==> src/rtl/lsu_pkg.sv <==
`default_nettype none
// ============================================================================
// Module   : lsu_pkg
// Purpose  : Shared encodings and lane helpers for the MEM-stage load/store unit.
// Revision : 1.0 - initial release
// ============================================================================
package lsu_pkg;

    localparam logic [6:0] c_opc_load  = 7'b0000011;
    localparam logic [6:0] c_opc_store = 7'b0100011;

    localparam logic [2:0] c_f3_b  = 3'b000;
    localparam logic [2:0] c_f3_h  = 3'b001;
    localparam logic [2:0] c_f3_w  = 3'b010;
    localparam logic [2:0] c_f3_d  = 3'b011;
    localparam logic [2:0] c_f3_bu = 3'b100;
    localparam logic [2:0] c_f3_hu = 3'b101;
    localparam logic [2:0] c_f3_wu = 3'b110;

    typedef enum logic [1:0] {
        IDLE = 2'd0,
        BUSY = 2'd1,
        DONE = 2'd2
    } lsu_state_e;

    // Address bits that must be zero for a naturally aligned access; 111 behaves as d.
    function automatic logic [2:0] align_mask(input logic [2:0] f3);
        case (f3[1:0])
            2'b00:   align_mask = 3'b000;
            2'b01:   align_mask = 3'b001;
            2'b10:   align_mask = 3'b011;
            default: align_mask = 3'b111;
        endcase
    endfunction

    function automatic logic [7:0] size_strb(input logic [2:0] f3);
        case (f3[1:0])
            2'b00:   size_strb = 8'h01;
            2'b01:   size_strb = 8'h03;
            2'b10:   size_strb = 8'h0F;
            default: size_strb = 8'hFF;
        endcase
    endfunction

endpackage
`default_nettype wire

==> src/rtl/lsu_lane_align.sv <==
`default_nettype none
// ============================================================================
// Module   : lsu_lane_align
// Purpose  : Byte-lane steering: strobes and shifted store data, extended load data.
// Revision : 1.0 - initial release
// ============================================================================
module lsu_lane_align
    import lsu_pkg::*;
(
    input  logic [2:0]  func3,
    input  logic [2:0]  lane,
    input  logic [63:0] wdata,
    input  logic [63:0] rdata,
    output logic [7:0]  wstrb,
    output logic [63:0] wdata_sh,
    output logic [63:0] rdata_ext
);

    logic [63:0] w_rdata_sh;

    assign wstrb      = size_strb(func3) << lane;
    assign wdata_sh   = wdata << {lane, 3'b000};
    assign w_rdata_sh = rdata >> {lane, 3'b000};

    always_comb begin
        rdata_ext = w_rdata_sh;
        case (func3)
            c_f3_b:  rdata_ext = {{56{w_rdata_sh[7]}},  w_rdata_sh[7:0]};
            c_f3_h:  rdata_ext = {{48{w_rdata_sh[15]}}, w_rdata_sh[15:0]};
            c_f3_w:  rdata_ext = {{32{w_rdata_sh[31]}}, w_rdata_sh[31:0]};
            c_f3_bu: rdata_ext = {56'd0, w_rdata_sh[7:0]};
            c_f3_hu: rdata_ext = {48'd0, w_rdata_sh[15:0]};
            c_f3_wu: rdata_ext = {32'd0, w_rdata_sh[31:0]};
            default: rdata_ext = w_rdata_sh;
        endcase
    end

endmodule
`default_nettype wire

==> src/rtl/load_store_unit.sv <==
`default_nettype none
// ============================================================================
// Module   : load_store_unit
// Purpose  : MEM-stage req/ack data-memory engine with pipeline stall and timeout.
//            LSU_MISALIGN_TRAP_EN: trap misaligned accesses instead of forcing alignment.
// Revision : 1.0 - initial release
// ============================================================================
module load_store_unit
    import lsu_pkg::*;
#(
    parameter int ADDR_W      = 32,
    parameter int XLEN        = 64,
    parameter int TIMEOUT_CYC = 256
) (
    input  logic              clk,
    input  logic              rst,
    input  logic              req_valid,
    input  logic              req_is_load,
    input  logic              req_is_store,
    input  logic [2:0]        req_func3,
    input  logic [63:0]       req_addr,
    input  logic [XLEN-1:0]   req_wdata,
    input  logic [4:0]        req_rd,
    output logic              mem_req,
    output logic              mem_we,
    output logic [ADDR_W-1:0] mem_addr,
    output logic [XLEN-1:0]   mem_wdata,
    output logic [7:0]        mem_wstrb,
    input  logic              mem_ack,
    input  logic [XLEN-1:0]   mem_rdata,
    output logic              stall,
    output logic              wb_valid,
    output logic [4:0]        wb_rd,
    output logic [XLEN-1:0]   wb_data,
`ifdef LSU_MISALIGN_TRAP_EN
    output logic              misalign,
`endif
    output logic              bus_err
);

    localparam int                 c_cnt_w    = $clog2(TIMEOUT_CYC + 1);
    localparam logic [c_cnt_w-1:0] c_cnt_last = c_cnt_w'(TIMEOUT_CYC - 1);

    lsu_state_e         r_state, w_state_nxt;
    logic               r_is_load, r_is_store;
    logic [2:0]         r_func3;
    logic [ADDR_W-1:0]  r_addr;
    logic [XLEN-1:0]    r_wdata;
    logic [4:0]         r_rd;
    logic [c_cnt_w-1:0] r_cnt;
    logic [XLEN-1:0]    r_wb_data;
    logic               r_bus_err;

    logic               w_accept, w_timeout;
    logic [2:0]         w_lowmask;
    logic [ADDR_W-1:0]  w_addr_in;
    logic [7:0]         w_strb;
    logic [XLEN-1:0]    w_wdata_sh, w_rdata_ext;

    assign w_lowmask = align_mask(req_func3);
    assign w_accept  = (r_state == IDLE) && req_valid && (req_is_load || req_is_store);
    assign w_timeout = (r_cnt == c_cnt_last);

`ifdef LSU_MISALIGN_TRAP_EN
    logic w_misal, r_misalign;
    assign w_misal   = |(req_addr[2:0] & w_lowmask);
    assign w_addr_in = req_addr[ADDR_W-1:0];
    assign misalign  = r_misalign;
`else
    // Size-alignment keeps every access inside one doubleword.
    assign w_addr_in = {req_addr[ADDR_W-1:3], req_addr[2:0] & ~w_lowmask};
`endif

    lsu_lane_align u_lane_align (
        .func3     (r_func3),
        .lane      (r_addr[2:0]),
        .wdata     (r_wdata),
        .rdata     (mem_rdata),
        .wstrb     (w_strb),
        .wdata_sh  (w_wdata_sh),
        .rdata_ext (w_rdata_ext)
    );

    assign mem_addr  = {r_addr[ADDR_W-1:3], 3'b000};
    assign mem_wdata = w_wdata_sh;
    assign wb_rd     = r_rd;
    assign wb_data   = r_wb_data;
    assign bus_err   = r_bus_err;

    always_comb begin
        w_state_nxt = r_state;
        mem_req     = 1'b0;
        mem_we      = 1'b0;
        mem_wstrb   = 8'h00;
        stall       = 1'b0;
        wb_valid    = 1'b0;
        case (r_state)
            IDLE: begin
                stall = w_accept && !rst;
                if (w_accept) begin
`ifdef LSU_MISALIGN_TRAP_EN
                    w_state_nxt = w_misal ? DONE : BUSY;
`else
                    w_state_nxt = BUSY;
`endif
                end
            end
            BUSY: begin
                mem_req   = 1'b1;
                mem_we    = r_is_store;
                mem_wstrb = w_strb;
                stall     = !rst;
                if (mem_ack || w_timeout) w_state_nxt = DONE;
            end
            DONE: begin
`ifdef LSU_MISALIGN_TRAP_EN
                wb_valid = r_is_load && !r_misalign;
`else
                wb_valid = r_is_load;
`endif
                w_state_nxt = IDLE;
            end
            default: w_state_nxt = IDLE;
        endcase
    end

    always_ff @(posedge clk) begin
        if (rst) begin
            r_state    <= IDLE;
            r_is_load  <= 1'b0;
            r_is_store <= 1'b0;
            r_func3    <= 3'b000;
            r_addr     <= '0;
            r_wdata    <= '0;
            r_rd       <= 5'd0;
            r_cnt      <= '0;
            r_wb_data  <= '0;
            r_bus_err  <= 1'b0;
`ifdef LSU_MISALIGN_TRAP_EN
            r_misalign <= 1'b0;
`endif
        end else begin
            r_state   <= w_state_nxt;
            r_bus_err <= 1'b0;
`ifdef LSU_MISALIGN_TRAP_EN
            r_misalign <= w_accept && w_misal;
`endif
            if (w_accept) begin
                r_is_load  <= req_is_load;
                r_is_store <= req_is_store && !req_is_load;
                r_func3    <= req_func3;
                r_addr     <= w_addr_in;
                r_wdata    <= req_wdata;
                r_rd       <= req_rd;
                r_cnt      <= '0;
            end
            // An ack in the final timeout cycle still completes normally.
            if (r_state == BUSY) begin
                if (mem_ack) begin
                    if (r_is_load) r_wb_data <= w_rdata_ext;
                end else if (w_timeout) begin
                    r_bus_err <= 1'b1;
                    r_wb_data <= '0;
                end else begin
                    r_cnt <= r_cnt + 1'b1;
                end
            end
        end
    end

endmodule
`default_nettype wire

==> config.mk <==
export PLATFORM = sky130hd
export DESIGN_NAME = load_store_unit
export DESIGN_NICKNAME = d
export VERILOG_FILES = /design/src/rtl/lsu_pkg.sv /design/src/rtl/lsu_lane_align.sv /design/src/rtl/load_store_unit.sv
export SDC_FILE = /design/constraint.sdc
export NUM_CORES = 1
export LEC_CHECK = 0
export CAP_MARGIN = 20
export CORE_ASPECT_RATIO = 0.7
export CORE_MARGIN = 4
export CORE_UTILIZATION = 45
export CTS_CLUSTER_DIAMETER = 50
export DETAILED_ROUTE_END_ITERATION = 6
export GPL_TIMING_DRIVEN = 0
export PLACE_DENSITY = 0.81
export SYNTH_ARGS = -nofsm -noshare
export SYNTH_HDL_FRONTEND = slang
export SYNTH_SLANG_ARGS = --single-unit
==> constraint.sdc <==
create_clock -name clk -period 3 [get_ports clk]
set_clock_uncertainty 0.15 [all_clocks]
set_input_delay 0.3 -clock clk [delete_from_list [all_inputs] [get_ports clk]]
set_output_delay 0.3 -clock clk [all_outputs]
set_load 0.01 [all_outputs]
==> metrics.cfg, run 1 <==
[layout]
n_antenna_cell=0
fin_cells=2018
finalNetCount=1903
final_common_cell=clkdlybuf4s50_1
final_cell_mix=288 x clkdlybuf4s50_1, 273 x nand2_1, 182 x a21oi_1
area_delta_synth_final_pct=46.8
final_layout_size_suffix_gt1_share_pct=12.8

[min_path]
min_path_type=in2reg
min_from=req_addr[3]
min_to=r_addr[3]$_SDFFE_PP0P_
whs_path_depth=3

[drt]
vias_per_cell=6.02
routedWlPerCell_um=24.3
ant_nets=0
drcViolationCount=2
drt-initial-drc-count=1492
wirelength_um=49000
dr.pass1.iters=7
routed-via-count=12100

[status]
violations=design-rule violations
status=finished, violations left

[synth]
synth-seq-cells=182
ys.flop_type=dfxtp_1
synth.distinct_cells=60
syn_avg_cell_area_sq_um=7.82
synth_area_sq_um=10400
seq_area_frac_synth_pct=35.1
syn_inst=1329
synth-edff-count=0
synth_async_sr_flop_share_pct=0
yosysWarnings=0

[grt]
overflow=0
antenna_found_initial=4
grt_max_degree=20
grt_usage_pct=36.9
grt_pass1_wl_um=71700
grt_pass1_vias=11400

[worst_setup_path]
r2r-start=r_addr[1]$_SDFFE_PP0P_
r2r-end=wb_data[57]$_SDFFE_PP0P_
cp_data_arrival_time_ps=2480
crit_type=reg2out
worst_ep_required_time_ps=2550
ff2ff_setup_slack_ps=130
cp_max_fo=10
start_kind=flip-flop
cp-end-kind=primary output
rr_worst_depth=7

[timing]
tightest_slew_ps=934
hold_violations=0
fin_crit_ps=2930
slew_headroom_pct=37.1
slew_viol_final=0
fmax_ghz=0.342
rsz0062_at_grt=no
fin_crit_sh_pct=97.5
setup_viol_count_final=0

[floorplanning]
die_area_sq_um=25600
ios=384
fp-row-count=46
die_w_um=190
die_h_um=135
start_util_pct=45.8
coreArea_sq_um=22700

[clock_tree]
postCtsHoldBufs=0
cts-buffers-inserted=17
cts.sinks=182
insertion_delay_ps=450
h-tree-depth=4
clockBufferDepth=2
cts.root.buffer_cell=clkbuf_16
cts_tree=yes
clk_pin_slew_ps=70

[power_and_ir_drop]
peakVddDrop_uv=364
power_density_nw_per_um2=420
leakagePower_nw=5.77
finalPower_mw=6.41

[placed_design]
place.gp.congestion=0.981
hpwlAfterDp_um=38000
dp.cells=1991
portBuffers=348

[job]
maxCapViolCount=0

==> metal layers <==
| layer | up-vias | routed length [um] | share of wire, % | GRT usage (%) |
|---|---|---|---|---|
| met2 | 901 | 21000 | 43 | 56.4 |
| met1 | 5732 | 20200 | 41 | 50.8 |
| met5 | - | 41 | 0.084 | 0 |
| li1 | 5370 | - | - | - |
| met3 | 133 | 6200 | 13 | 10.8 |
| met4 | 6 | 1600 | 3.3 | 11.4 |
==> cell usage after synthesis (6+ instances only) <==
cell	count	area (sq um)
o22ai_1	27	169
buf_4	34	255
a221o_1	23	230
nand3_1	8	40.0
mux2i_1	113	1130
mux4_2	9	203
a21oi_1	186	931
o211ai_1	7	52.6
nand2_1	273	1020
o21ai_0	66	330
clkbuf_1	66	248
a211oi_1	22	165
mux2_2	28	315
buf_1	8	30.0
nor2b_1	16	100
buf_2	34	170
nor3_1	9	45.0
nor2_1	105	394
and2_1	17	106
a22o_1	20	175
a211o_1	6	52.6
dfxtp_1	182	3640
==> power by group <==
part / leakage (nW) / internal [mW] / switching (mW) / total [mW]
logic: 4.01 / 0.693 / 0.807 / 1.50
clock network: 0.287 / 1.33 / 0.969 / 2.30
registers: 1.48 / 2.51 / 0.107 / 2.62
total: 5.77 / 4.53 / 1.88 / 6.41
==> cell type report <==
| class | instances | area [sq um] |
|---|---|---|
| Tap cell | 312 | 390 |
| Multi-Input combinational cell | 995 | 6150 |
| Clock inverter | 6 | 93.8 |
| Clock buffer | 23 | 498 |
| Fill cell | 1961 | 7420 |
| Timing Repair Buffer | 353 | 3440 |
| Buffer | 141 | 1010 |
| Sequential cell | 182 | 3640 |
| Inverter | 6 | 25.0 |
==> cells by family after synthesis <==
kind of cell / after synthesis / share of synthesized area (%)
buffers and inverters: 154 / 7.61
xor gates and xnor gates: 4 / 0.337
DFF: 182 / 35.1
adders and majority gates: 1 / 0.120
AOI/OAI and AO/OA: 379 / 22.1
muxes: 151 / 16.0
other: 1 / 0.0361
and+or+nand+nor: 457 / 18.7
==> state kept, by name (all words and copies together), names as in the netlist <==
name and cells:
r_wdata 64, wb_data 64, r_addr 32, r_cnt 9
wb_rd 5, r_func3 3, r_state 2, bus_err 1
r_is_load 1, r_is_store 1
==> worst max path at each step <==
stage               slack, ps             to                   start
floorplan                 750  mem_wdata[48]  r_addr[1]$_SDFFE_PP0P_
global placement         -510   mem_wstrb[2]  r_addr[0]$_SDFFE_PP0P_
detailed placement       -520   mem_wstrb[2]  r_addr[0]$_SDFFE_PP0P_
CTS                       0.5  mem_wdata[48]  r_addr[1]$_SDFFE_PP0P_
global route              0.4  mem_wdata[53]  r_addr[0]$_SDFFE_PP0P_
finish                     70  mem_wdata[46]  r_addr[2]$_SDFFE_PP0P_
==> through the flow <==
stage                     hold WS, ps  cell area [sq um]  worst slack [ps]  utilization, %  setup TNS [ps]
after floorplan                   283              10400               749               -               0
after global placement            290              14300              -515            62.9          -33520
after detailed placement          295              14300              -523            62.9          -34790
after CTS                         234              15200             0.483            67.1               0
after global routing              240              15300             0.354            67.3               0
final                             238              15300              75.0            67.3               0
==> what timing repair did <==
action | 4_1_cts | 5_1_grt
resized for setup | 197 | 30
hold endpoints to repair | 0 | 0
setup buffers | 1 | 4
pin swaps | 2 | 1
endpoints found under the setup margin | 73 | 55
==> critical path, stage by stage (launching register included) <==
cell           delay [ps]
dfxtp_1               340
buf_6                 160
buf_8                 170
buf_8                 170
buf_6                 180
mux2_2                350
a21oi_1               200
o22ai_2               120
dlygate4sd2_1         310
No activity file was read; power rests on OpenSTA's default activity.
==> run 2: changes to the inputs <==
--- a/config.mk
+++ b/config.mk
@@ -5,6 +5,7 @@
 export SDC_FILE = /design/constraint.sdc
 export NUM_CORES = 1
 export LEC_CHECK = 0
+export ABC_CLOCK_PERIOD_IN_PS = 3000
 export CAP_MARGIN = 20
 export CORE_ASPECT_RATIO = 0.7
 export CORE_MARGIN = 4
@@ -12,6 +13,7 @@
 export CTS_CLUSTER_DIAMETER = 50
 export DETAILED_ROUTE_END_ITERATION = 6
 export GPL_TIMING_DRIVEN = 0
+export HOLD_SLACK_MARGIN = 0.02
 export PLACE_DENSITY = 0.81
 export SYNTH_ARGS = -nofsm -noshare
 export SYNTH_HDL_FRONTEND = slang
==> results of run 2 <==
The final DEF is identical to that of run 1; final timing and power are the same.
